### src/rtl/x9_sequencer.sv
// Program sequencer: IDLE/RUN/DONE control, branch LUT, lagging ALU flag
// registers and a saturating executed-cycle counter.
module x9_sequencer #(
    parameter int D         = 12,
    parameter int LW        = 4,
    parameter int CW        = 16,
    parameter int DONE_ADDR = 165
) (
    input  logic          clk,
    input  logic          reset,
    input  logic          req,
    input  logic          stall,
    input  logic          branch,
    input  logic [LW-1:0] lut_idx,
    input  logic          lut_we,
    input  logic [LW-1:0] lut_waddr,
    input  logic [D-1:0]  lut_wdata,
    input  logic          one_i,
    input  logic          pari_i,
    input  logic          sc_o,
    input  logic          sc_clr,
    input  logic          sc_en,
    output logic [D-1:0]  prog_ctr,
    output logic          one_q,
    output logic          pari_q,
    output logic          sc_in,
    output logic          busy,
    output logic          done,
    output logic [CW-1:0] cycles
);

    typedef enum logic [1:0] {
        ST_IDLE,
        ST_RUN,
        ST_DONE
    } state_t;

    localparam int          ENTRIES = 1 << LW;
    localparam logic [31:0] DONE_W  = DONE_ADDR;
    localparam logic [D-1:0]  PC_ONE  = 1;
    localparam logic [CW-1:0] CYC_ONE = 1;

    state_t         state;
    logic [D-1:0]   lut [ENTRIES];
    logic [D-1:0]   next_pc;
    logic [CW-1:0]  next_cycles;
    logic           at_done;

    // Compare at 32 bits so a DONE_ADDR beyond the PC range is never matched.
    assign at_done     = (32'(prog_ctr) == DONE_W);
    assign next_pc     = (branch && one_q) ? lut[lut_idx] : prog_ctr + PC_ONE;
    assign next_cycles = (cycles == '1) ? cycles : cycles + CYC_ONE;

    assign busy = (state == ST_RUN);
    assign done = (state == ST_DONE);

    always_ff @(posedge clk or negedge reset) begin
        if (!reset) begin
            for (int i = 0; i < ENTRIES; i++) begin
                lut[i] <= '0;
            end
        end else if (lut_we) begin
            lut[lut_waddr] <= lut_wdata;
        end
    end

    // Abort (req low) outranks reaching DONE_ADDR; stall freezes PC, flags and count.
    always_ff @(posedge clk or negedge reset) begin
        if (!reset) begin
            state    <= ST_IDLE;
            prog_ctr <= '0;
            one_q    <= 1'b0;
            pari_q   <= 1'b0;
            sc_in    <= 1'b0;
            cycles   <= '0;
        end else begin
            case (state)
                ST_IDLE: begin
                    prog_ctr <= '0;
                    if (req) begin
                        state  <= ST_RUN;
                        cycles <= '0;
                    end
                end
                ST_RUN: begin
                    if (!stall) begin
                        one_q  <= one_i;
                        pari_q <= pari_i;
                        cycles <= next_cycles;
                        if (sc_clr) begin
                            sc_in <= 1'b0;
                        end else if (sc_en) begin
                            sc_in <= sc_o;
                        end
                    end
                    if (!req) begin
                        state    <= ST_IDLE;
                        prog_ctr <= '0;
                    end else if (at_done) begin
                        state <= ST_DONE;
                    end else if (!stall) begin
                        prog_ctr <= next_pc;
                    end
                end
                ST_DONE: begin
                    if (!req) begin
                        state    <= ST_IDLE;
                        prog_ctr <= '0;
                    end
                end
                default: begin
                    state    <= ST_IDLE;
                    prog_ctr <= '0;
                end
            endcase
        end
    end

endmodule

### config.mk
export PLATFORM = sky130hd
export DESIGN_NAME = x9_sequencer
export DESIGN_NICKNAME = d
export VERILOG_FILES = /design/src/rtl/x9_sequencer.sv
export SDC_FILE = /design/constraint.sdc
export NUM_CORES = 1
export LEC_CHECK = 0
export ABC_AREA = 1
export CAP_MARGIN = 20
export CORE_MARGIN = 2
export CORE_UTILIZATION = 45
export CTS_CLUSTER_SIZE = 8
export DETAILED_ROUTE_END_ITERATION = 7
export GPL_TIMING_DRIVEN = 0
export MAX_ROUTING_LAYER = met4
export RECOVER_POWER = 50
export SLEW_MARGIN = 20
export SYNTH_ARGS = -nofsm -noshare
export SYNTH_HDL_FRONTEND = slang
export SYNTH_SLANG_ARGS = --single-unit
### constraint.sdc
create_clock -name clk -period 4.4 [get_ports clk]
set_input_delay 1.1 -clock clk [delete_from_list [all_inputs] [get_ports clk]]
set_output_delay 1.1 -clock clk [all_outputs]
set_load 0.03 [all_outputs]
=== Word level (Yosys, flattened, before mapping) ===
Cells that the tools add are included.

* Flip-flop bits (word level): 225
* Bits in latches: 0
* Memory bits (writable): 0
* Bits in read-only memories: 0
* Bits of input ports: 31
* Output and inout bits: 33
* Word-level logic and storage cells: 74
* Memories kept: 0

* $add $sub $neg: 2
* $mul: 0
* Div/mod/pow operators: 0
* Order comparisons: 3
* Eq/ne operators: 11
* Shift-type cells: 0
* Multiplexer cells: 23
* Bitwise operators: 3
* Reduce and logical (&&, ||, !) cells: 10

{| class="wikitable"
|+ Operators with widths
! operator !! number
|-
| bitwise mux 192 bit || 1
|-
| two-way mux 12 bit || 8
|-
| binary-select mux 12 bit (select 4 bit) || 1
|-
| demux 12 bit (select 4 bit) || 1
|-
| two-way mux 16 bit || 3
|-
| one-hot mux 16 bit (2 select lines) || 1
|-
| one-hot mux 12 bit (2 select lines) || 1
|-
| adder 16 x 1 -> 16 bit, second input constant || 1
|-
| equality test 16 bit, second input constant || 1
|-
| adder 12 x 1 -> 12 bit, second input constant || 1
|-
| equality test 12 x 8 -> 1 bit, second input constant || 1
|-
| greater-or-equal comparator 5 bit, second input constant || 2
|-
| NOT 4 -> 5 bit || 2
|-
| AND reduction 3 bit || 3
|-
| two-way mux 2 bit || 4
|-
| != test 2 bit, second input constant || 4
|-
| != test 3 bit, second input constant || 2
|-
| one-hot mux 2 bit (3 select lines) || 1
|-
| < comparator 5 x 1 -> 1 bit, second input constant || 1
|-
| AND reduction 4 bit || 1
|-
| nonzero test 2 bit || 2
|-
| != test 3 x 2 -> 1 bit, second input constant || 1
|-
| equality test 2 x 1 -> 1 bit, second input constant || 1
|-
| equality test 2 bit, second input constant || 1
|-
| other kinds (5) || 7
|}

=== Longest topological paths before layout ===
Gate-level depths: netlist (run 1).

* Depth after elaboration: 9
* Depth in mapped cells: 12
* Mapped depth without buffers: 11

=== Worst setup path after synthesis (run 1) ===
No wires, ideal clock.

* Path kind: input to register
* Start: input lut_idx[1]
* End: register prog_ctr[2]
* Setup time: 0.066 ns
* Arrival time: 2.064 ns
* Required time: 4.334 ns
* Slack: 2.270 ns
* Cell stages on the path: 10
* Buffers on the path: 2
* Path through: buf_2 -> clkinv_1 -> buf_2 -> nor2_1 -> o21ai_0 -> nand3_1 -> nand3_1 -> nand3_1 -> nand2_1 -> nand2_1

* Cells in the longest elaborated chain, start to end: 9

{| class="wikitable"
|+ RTL lines
! element !! line !! RTL
|-
| from (decl) || 14 || <nowiki>input logic [LW-1:0] lut_idx,</nowiki>
|-
| NOT 4 -> 5 bit (not written as such) || 51 || <nowiki>assign next_pc = (branch && one_q) ? lut[lut_idx] : prog_ctr + PC_ONE;</nowiki>
|-
| binary-select mux 12 bit (select 4 bit) || 51 ||
|-
| two-way mux 12 bit (not written as such) (2 in a row) || 51 ||
|-
| two-way mux 12 bit || 51 ||
|-
| two-way mux 12 bit || 101 || <nowiki>end else if (!stall) begin</nowiki>
|-
| two-way mux 12 bit || 99 || <nowiki>end else if (at_done) begin</nowiki>
|-
| two-way mux 12 bit || 96 || <nowiki>if (!req) begin</nowiki>
|-
| one-hot mux 12 bit (2 select lines) || 77 || <nowiki>case (state)</nowiki>
|-
| to (signal assigned) || 102 || <nowiki>prog_ctr <= next_pc;</nowiki>
|-
| to (decl) || 23 || <nowiki>output logic [D-1:0] prog_ctr,</nowiki>
|}

Every way passes these cells. The select of a mux whose other input is x is not followed.
A chain may end at the register's enable or synchronous reset.

=== Worst setup path after layout (run 1) ===
* Start: register state[0]
* End: output busy

* Cells in the longest elaborated chain, start to end: 1

{| class="wikitable"
|+ RTL lines
! element !! line !! RTL
|-
| from (decl) || 43 || <nowiki>state_t state;</nowiki>
|-
| from (signal assigned) || 70 || <nowiki>state <= ST_IDLE;</nowiki>
|-
| from (signal assigned) || 81 || <nowiki>state <= ST_RUN;</nowiki>
|-
| from (signal assigned) || 97 || <nowiki>state <= ST_IDLE;</nowiki>
|-
| equality test 2 x 1 -> 1 bit || 54 || <nowiki>assign busy = (state == ST_RUN);</nowiki>
|-
| to (decl) || 27 || <nowiki>output logic busy,</nowiki>
|}

Every way passes these cells.

==> metrics.yaml, run 1 <==
run_status:
  status: "complete, but fails checks"
  violations: "capacitance limit, slew limit"
place:
  hpwl_um: 25800
  gp_congestion: 1.01
  port_buffers: 61
  dp_slack_ns: 0.949
pwr:
  powerDensity_nw_per_um2: 471
  p_int_mw: 4.22
  p_sw_share_pct: 29.4
  combPwrFrac_pct: 16.6
  seqPwrFrac_pct: 44.9
  leakage_nw: 5.82
  p_switching_mw: 1.76
  ir_drop_v: 0.000354
  finalPower_mw: 5.98
  clockPowerShare_pct: 38.5
clock_network:
  clk_pin_slew_ns: 0.05
  ctsResizeCount: 0
  htreeDepth: 2
  clk_latency_ns: 0.51
  cts_tree: "built"
  clkSinkCount: 225
  cts_hold_buf: 0
  cts_buffers: 34
  ctsRootBufferMaster: "clkbuf_16"
  cts_setup_buffers: 0
  clockBufferDepth: 3
drt:
  vias: 10100
  drt_iter0_markers: 1008
  antenna_left: 0
  drt_first_pass_iters: 6
  routedWlPerCell_um: 20.8
  wl_um: 37400
  drc: 0
  vias_per_cell: 5.59
setup_path:
  cp_cell_sequence: "inv_1 > nor2_1 > buf_4 > clkdlybuf4s50_1"
  startpoint_type: "flip-flop"
  crit_required_ns: 3.30
  cp-startpoint: "state[0]$_DFFE_PN0P_"
  worstSetupPathType: "reg2out"
  cp_max_fo: 10
  cp-end-kind: "output port"
  worstReg2RegStart: "cycles[0]$_DFFE_PN0P_"
  critPathMaxStageDelay_ns: 0.69
  slowest_stage: "clkdlybuf4s50_1"
  worstPathArrival_ns: 1.94
sta:
  fmax_mhz: 329
  fin_crit_ns: 3.04
  skew_ns: 0.0270
  drv_slew: 35
  worst_slack_ns: 1.36
  rsz0062_at_grt: "false"
  setup_violations: 0
  hold_violations: 0
  fin_crit_sh_pct: 69.0
  hold_slack_ns: 0.479
  slew_headroom_pct: -34.1
  worst_pin_slew_ns: 2.01
logic_synthesis:
  syn_nets: 1412
  netlist_top_cells_area: "dfrtp_1 (52%), nand2_1 (13%), o21ai_0 (12%), nand3_1 (5.7%), nor2_1 (5.1%)"
  synth-adder-area-share_pct: 0.350
  ys_seq_area_share_pct: 52.5
  async_flop_share_pct: 100
  synth_compound_area_share_pct: 14.8
  synth-xor-area-share_pct: 0.898
  synth_simple_gate_area_share_pct: 25.4
  synthMuxAreaShare_pct: 0
  synth-seq-cells: 225
  yosysTopAreaCell: "dfrtp_1"
  synth_cell_types: 29
  synthCells: 1378
  syn_area_um2: 10700
  synth_area_per_cell_um2: 7.79
  yosys.area.top_type_share_pct: 52.5
  synth_edf_count: 0
  ys_warn_count: 0
  synth_flop_cell: "dfrtp_1"
  synth_top_family_by_area: "simple AND/OR/NAND/NOR gates"
global_routing:
  antenna_found_initial: 0
  busiest_layer: "met2"
  grt_usage_pct: 31.9
  grt_max_degree: 78
  grt.overflow.total: 0
  grt_pass1_vias: 9739
  grt_use_met1_pct: 43.0
  grt_first_pass_wirelength_um: 57700
  use_met3_pct: 6.07
  grt_use_met2_pct: 47.4
finish:
  nNetsFinal: 1512
  syn2layout_area_growth_pct: 18.2
  layout_commonest_cell: "nand2_1"
  antenna_cells: 0
  final_cell_mix: "nand2_1 (381), o21ai_0 (252), dfrtp_1 (225), nor2_1 (147), nand3_1 (123)"
  drive_gt1_share_pct: 4.66
floorplan:
  core_um2: 23500
  num_rows: 56
  die_area_um2: 25100
  ioPinCount: 64
  fp.dieW_um: 158
  die_y_um: 158
  start_util_pct: 45.7
hold_path:
  min_path_type: "reg2reg"
  worstHoldStart: "lut[88]$_DFFE_PN0P_"
job:
  drv_cap: 1
==> sequential cells by signal, summed over array words and instances (netlist names) <==
name / flops
prog_ctr: 12
lut: 192
sc_in: 1
one_q: 1
state: 2
cycles: 16
pari_q: 1
==> worst paths after layout <==
path | to | slack [ns] | cells past startpoint
worst max-delay path | busy | 1.36 | 4
worst min-delay path | lut[88]$_DFFE_PN0P_ | 0.48 | 2
worst max register to register | cycles[13]$_DFFE_PN0P_ | 1.56 | 7
worst min register to register | lut[88]$_DFFE_PN0P_ | 0.48 | 2
max in group asynchronous | lut[68]$_DFFE_PN0P_ | 1.38 | 4
min in group asynchronous | lut[121]$_DFFE_PN0P_ | 1.17 | 1
==> critical path: cells and delay by family (launching register included) <==
family | cells | cell delay (ns)
buffers and inverters | 3 | 0.94
and+or+nand+nor | 1 | 0.12
DFF | 1 | 0.38
==> metal layers <==
layer | share of wire (%) | wire (um)
met4 | 4.7 | 1770
met3 | 7.8 | 2900
met5 | 0 | 0
met2 | 44 | 16600
met1 | 43 | 16100
==> cell type report <==
| type | count | area [um2] |
|---|---|---|
| fill | 2311 | 10800 |
| sequential | 225 | 5630 |
| multi-input combinational | 990 | 4430 |
| clock buffer | 36 | 880 |
| timing repair buffer | 64 | 687 |
| tap | 319 | 399 |
| buffer | 87 | 353 |
| inverter | 76 | 285 |
| clock inverter | 2 | 17.5 |
==> cell families after synthesis <==
group | after synthesis
xor gates and xnor gates | 11
DFF | 225
adders and majority gates | 3
and+or+nand+nor | 671
buffers and inverters | 163
AOI/OAI and AO/OA | 305
==> cells in the mapped netlist (2+ instances only) <==
master    number
nor2_1       146
o211ai_1      14
xnor2_1        4
ha_1           3
clkbuf_1      62
inv_1         73
xor2_1         7
dfrtp_1      225
clkinv_1       2
buf_1          4
o21ai_1        2
buf_2         19
o21ai_0      251
or2_2          5
a31o_2         2
nor3_1         7
nand3_1      122
a21oi_1       34
nand4_1        6
nand2_1      381
==> power groups by stage <==
stage / registers, mW / logic (mW) / clock network, mW
after floorplan: 2.69 / 0.593 / 0
after global placement: 2.70 / 0.959 / 0
after detailed placement: 2.71 / 0.991 / 0
after CTS: 2.68 / 0.994 / 2.33
after global routing: 2.73 / 1.13 / 2.41
final: 2.68 / 0.992 / 2.30
==> metrics by stage <==
step	std cells	area [um2]	TNS, ns	util, %
after floorplan	1378	10700	0	-
after global placement	1758	11700	-1732.74	50.0
after detailed placement	1761	11800	0	50.4
after CTS	1799	12700	0	54.2
after global routing	1799	12700	0	54.0
final	1799	12700	0	54.0
No activity file was read; power rests on OpenSTA's default activity.
==> run 2: changes to the inputs <==
==> constraint.sdc (replaced) <==
create_clock -name clk -period 2.9 [get_ports clk]
set_input_delay 0.725 -clock clk [delete_from_list [all_inputs] [get_ports clk]]
set_output_delay 0.725 -clock clk [all_outputs]
set_load 0.03 [all_outputs]
==> metrics.yaml, run 2 (same netlist as run 1, synthesis figures left out) <==
finish:
  reg_top3: "lut: 192 flops, cycles: 16 flops, prog_ctr: 12 flops"  # unchanged
  fin_area_um2: 12700  # about the same
  final_cells: 1799  # unchanged
  largest_register_ffs: 192  # unchanged
  seqCellArea_um2: 5630  # unchanged
  regMostFlops: "lut"  # unchanged
  final_cell_mix: "nand2_1 (382), o21ai_0 (252), dfrtp_1 (225), nor2_1 (147), nand3_1 (123)"  # was nand2_1 (381), o21ai_0 (252), dfrtp_1 (225), nor2_1 (147), nand3_1 (123)
  nNetsFinal: 1512  # unchanged
  antenna_cells: 0  # unchanged
  fillCellCount: 2312  # was 2311
  multi_input_area_um2: 4430  # about the same
  drive_gt1_share_pct: 4.80  # was 4.66%
  layout_commonest_cell: "nand2_1"  # unchanged
  final_core_utilization_pct: 54.0  # about the same
  syn2layout_area_growth_pct: 18.1  # was 18.2%
floorplan:
  num_rows: 56  # unchanged
  die_y_um: 158  # unchanged
  ioPinCount: 64  # unchanged
  fp.dieW_um: 158  # unchanged
  die_area_um2: 25100  # unchanged
  core_um2: 23500  # unchanged
  start_util_pct: 45.7  # unchanged
clock_network:
  clk_pin_slew_ns: 0.05  # about the same
  ctsResizeCount: 0  # unchanged
  cts_tree: "built"  # unchanged
  cts_setup_buffers: 0  # unchanged
  clockBufferDepth: 3  # unchanged
  cts_hold_buf: 0  # unchanged
  htreeDepth: 2  # unchanged
  ctsRootBufferMaster: "clkbuf_16"  # unchanged
  clk_latency_ns: 0.51  # about the same
  clkSinkCount: 225  # unchanged
  cts_buffers: 34  # unchanged
sta:
  hold_violations: 0  # unchanged
  worst_pin_slew_ns: 1.71  # was 2.01 ns
  skew_ns: 0.0253  # was 0.0270 ns
  rsz0062_at_grt: "false"  # unchanged
  worst_slack_ns: 0.241  # was 1.36 ns
  hold_slack_ns: 0.0845  # was 0.479 ns
  setup_violations: 0  # unchanged
  drv_slew: 65  # was 35
  fin_crit_ns: 2.66
  tns_ns: 0  # unchanged
  fin_crit_sh_pct: 91.7
  fmax_mhz: 376
  slew_headroom_pct: -14.0  # was -34.1%
setup_path:
  startpoint_type: "flip-flop"  # unchanged
  cp-end-kind: "output port"  # unchanged
  cp_max_fo: 10  # unchanged
  worstSetupPathType: "reg2out"  # unchanged
  worstPathArrival_ns: 1.93  # was 1.94 ns
  crit_required_ns: 2.17  # was 3.30 ns
pwr:
  ir_drop_v: 0.000537  # was 0.000354 V
  leakage_nw: 5.82  # about the same
  powerDensity_nw_per_um2: 716  # was 471 nW/um2
  finalPower_mw: 9.07  # was 5.98 mW
run_status:
  violations: "capacitance limit, slew limit"  # unchanged
  status: "complete, but fails checks"  # unchanged
place:
  placed_cell_area_um2: 11800  # unchanged
  gp_congestion: 1.01  # unchanged
  dpl.cell_count: 1761  # unchanged
  dp_slack_ns: -0.176  # was 0.949 ns
  port_buffers: 61  # unchanged
  hpwl_um: 25800  # unchanged
drt:
  routedWlPerCell_um: 20.8  # about the same
  drc: 0  # unchanged
  drt_first_pass_iters: 6  # unchanged
  antenna_left: 0  # unchanged
  wl_um: 37400  # about the same
  drt_iter0_markers: 1076  # was 1008
  vias_per_cell: 5.62  # was 5.59
  vias: 10100  # about the same
job:
  drv_cap: 1  # unchanged
global_routing:
  grt_usage_pct: 31.9  # unchanged
  antenna_found_initial: 0  # unchanged
  grt_max_degree: 78  # unchanged
  grt.overflow.total: 0  # unchanged
  grt_pass1_vias: 9739  # unchanged
  grt_first_pass_wirelength_um: 57700  # unchanged
hold_path:
  min_path_type: "in2async"  # was reg2reg
run 2: worst paths after layout:
path                                       start                endpoint  slack (ns)  cells past startpoint
max                         state[0]$_DFFE_PN0P_                    busy        0.24                      4
max reg2reg                cycles[0]$_DFFE_PN0P_  cycles[13]$_DFFE_PN0P_        0.60                      7
min in group clk             lut[88]$_DFFE_PN0P_     lut[88]$_DFFE_PN0P_        0.48                      2
max in group asynchronous                  reset    lut[187]$_DFFE_PN0P_        0.45                      4
min                                        reset    lut[121]$_DFFE_PN0P_        0.08                      1
min reg2reg                  lut[88]$_DFFE_PN0P_     lut[88]$_DFFE_PN0P_        0.48                      2
run 2: routing by layer:
layer	vias up	track usage, %	wire, um
met5	-	-	0
met4	0	13.6	1830
met3	109	6.07	3170
met2	446	47.4	16400
met1	4868	43.0	16000
li1	4689	-	-
run 2: final cells by class:
type | instances | area share (%)
tap | 319 | 3.15
inverter | 76 | 2.25
clock buffer | 36 | 6.94
timing repair buffer | 64 | 5.27
sequential | 225 | 44.4
clock inverter | 2 | 0.138
buffer | 87 | 2.84
multi-input combinational | 990 | 35.0
run 2: critical path, cell delays in order (launching register included):
cell	delay (ns)
dfrtp_1	0.38
inv_1	0.06
nor2_1	0.12
buf_4	0.19
clkdlybuf4s50_1	0.69
run 2: report_power, final:
group          total (mW)  switching, mW  internal, mW
Clock                3.48           1.36          2.12
Combinational        1.51          0.967         0.540
Sequential           4.07          0.336          3.74
Total                9.07           2.67          6.40
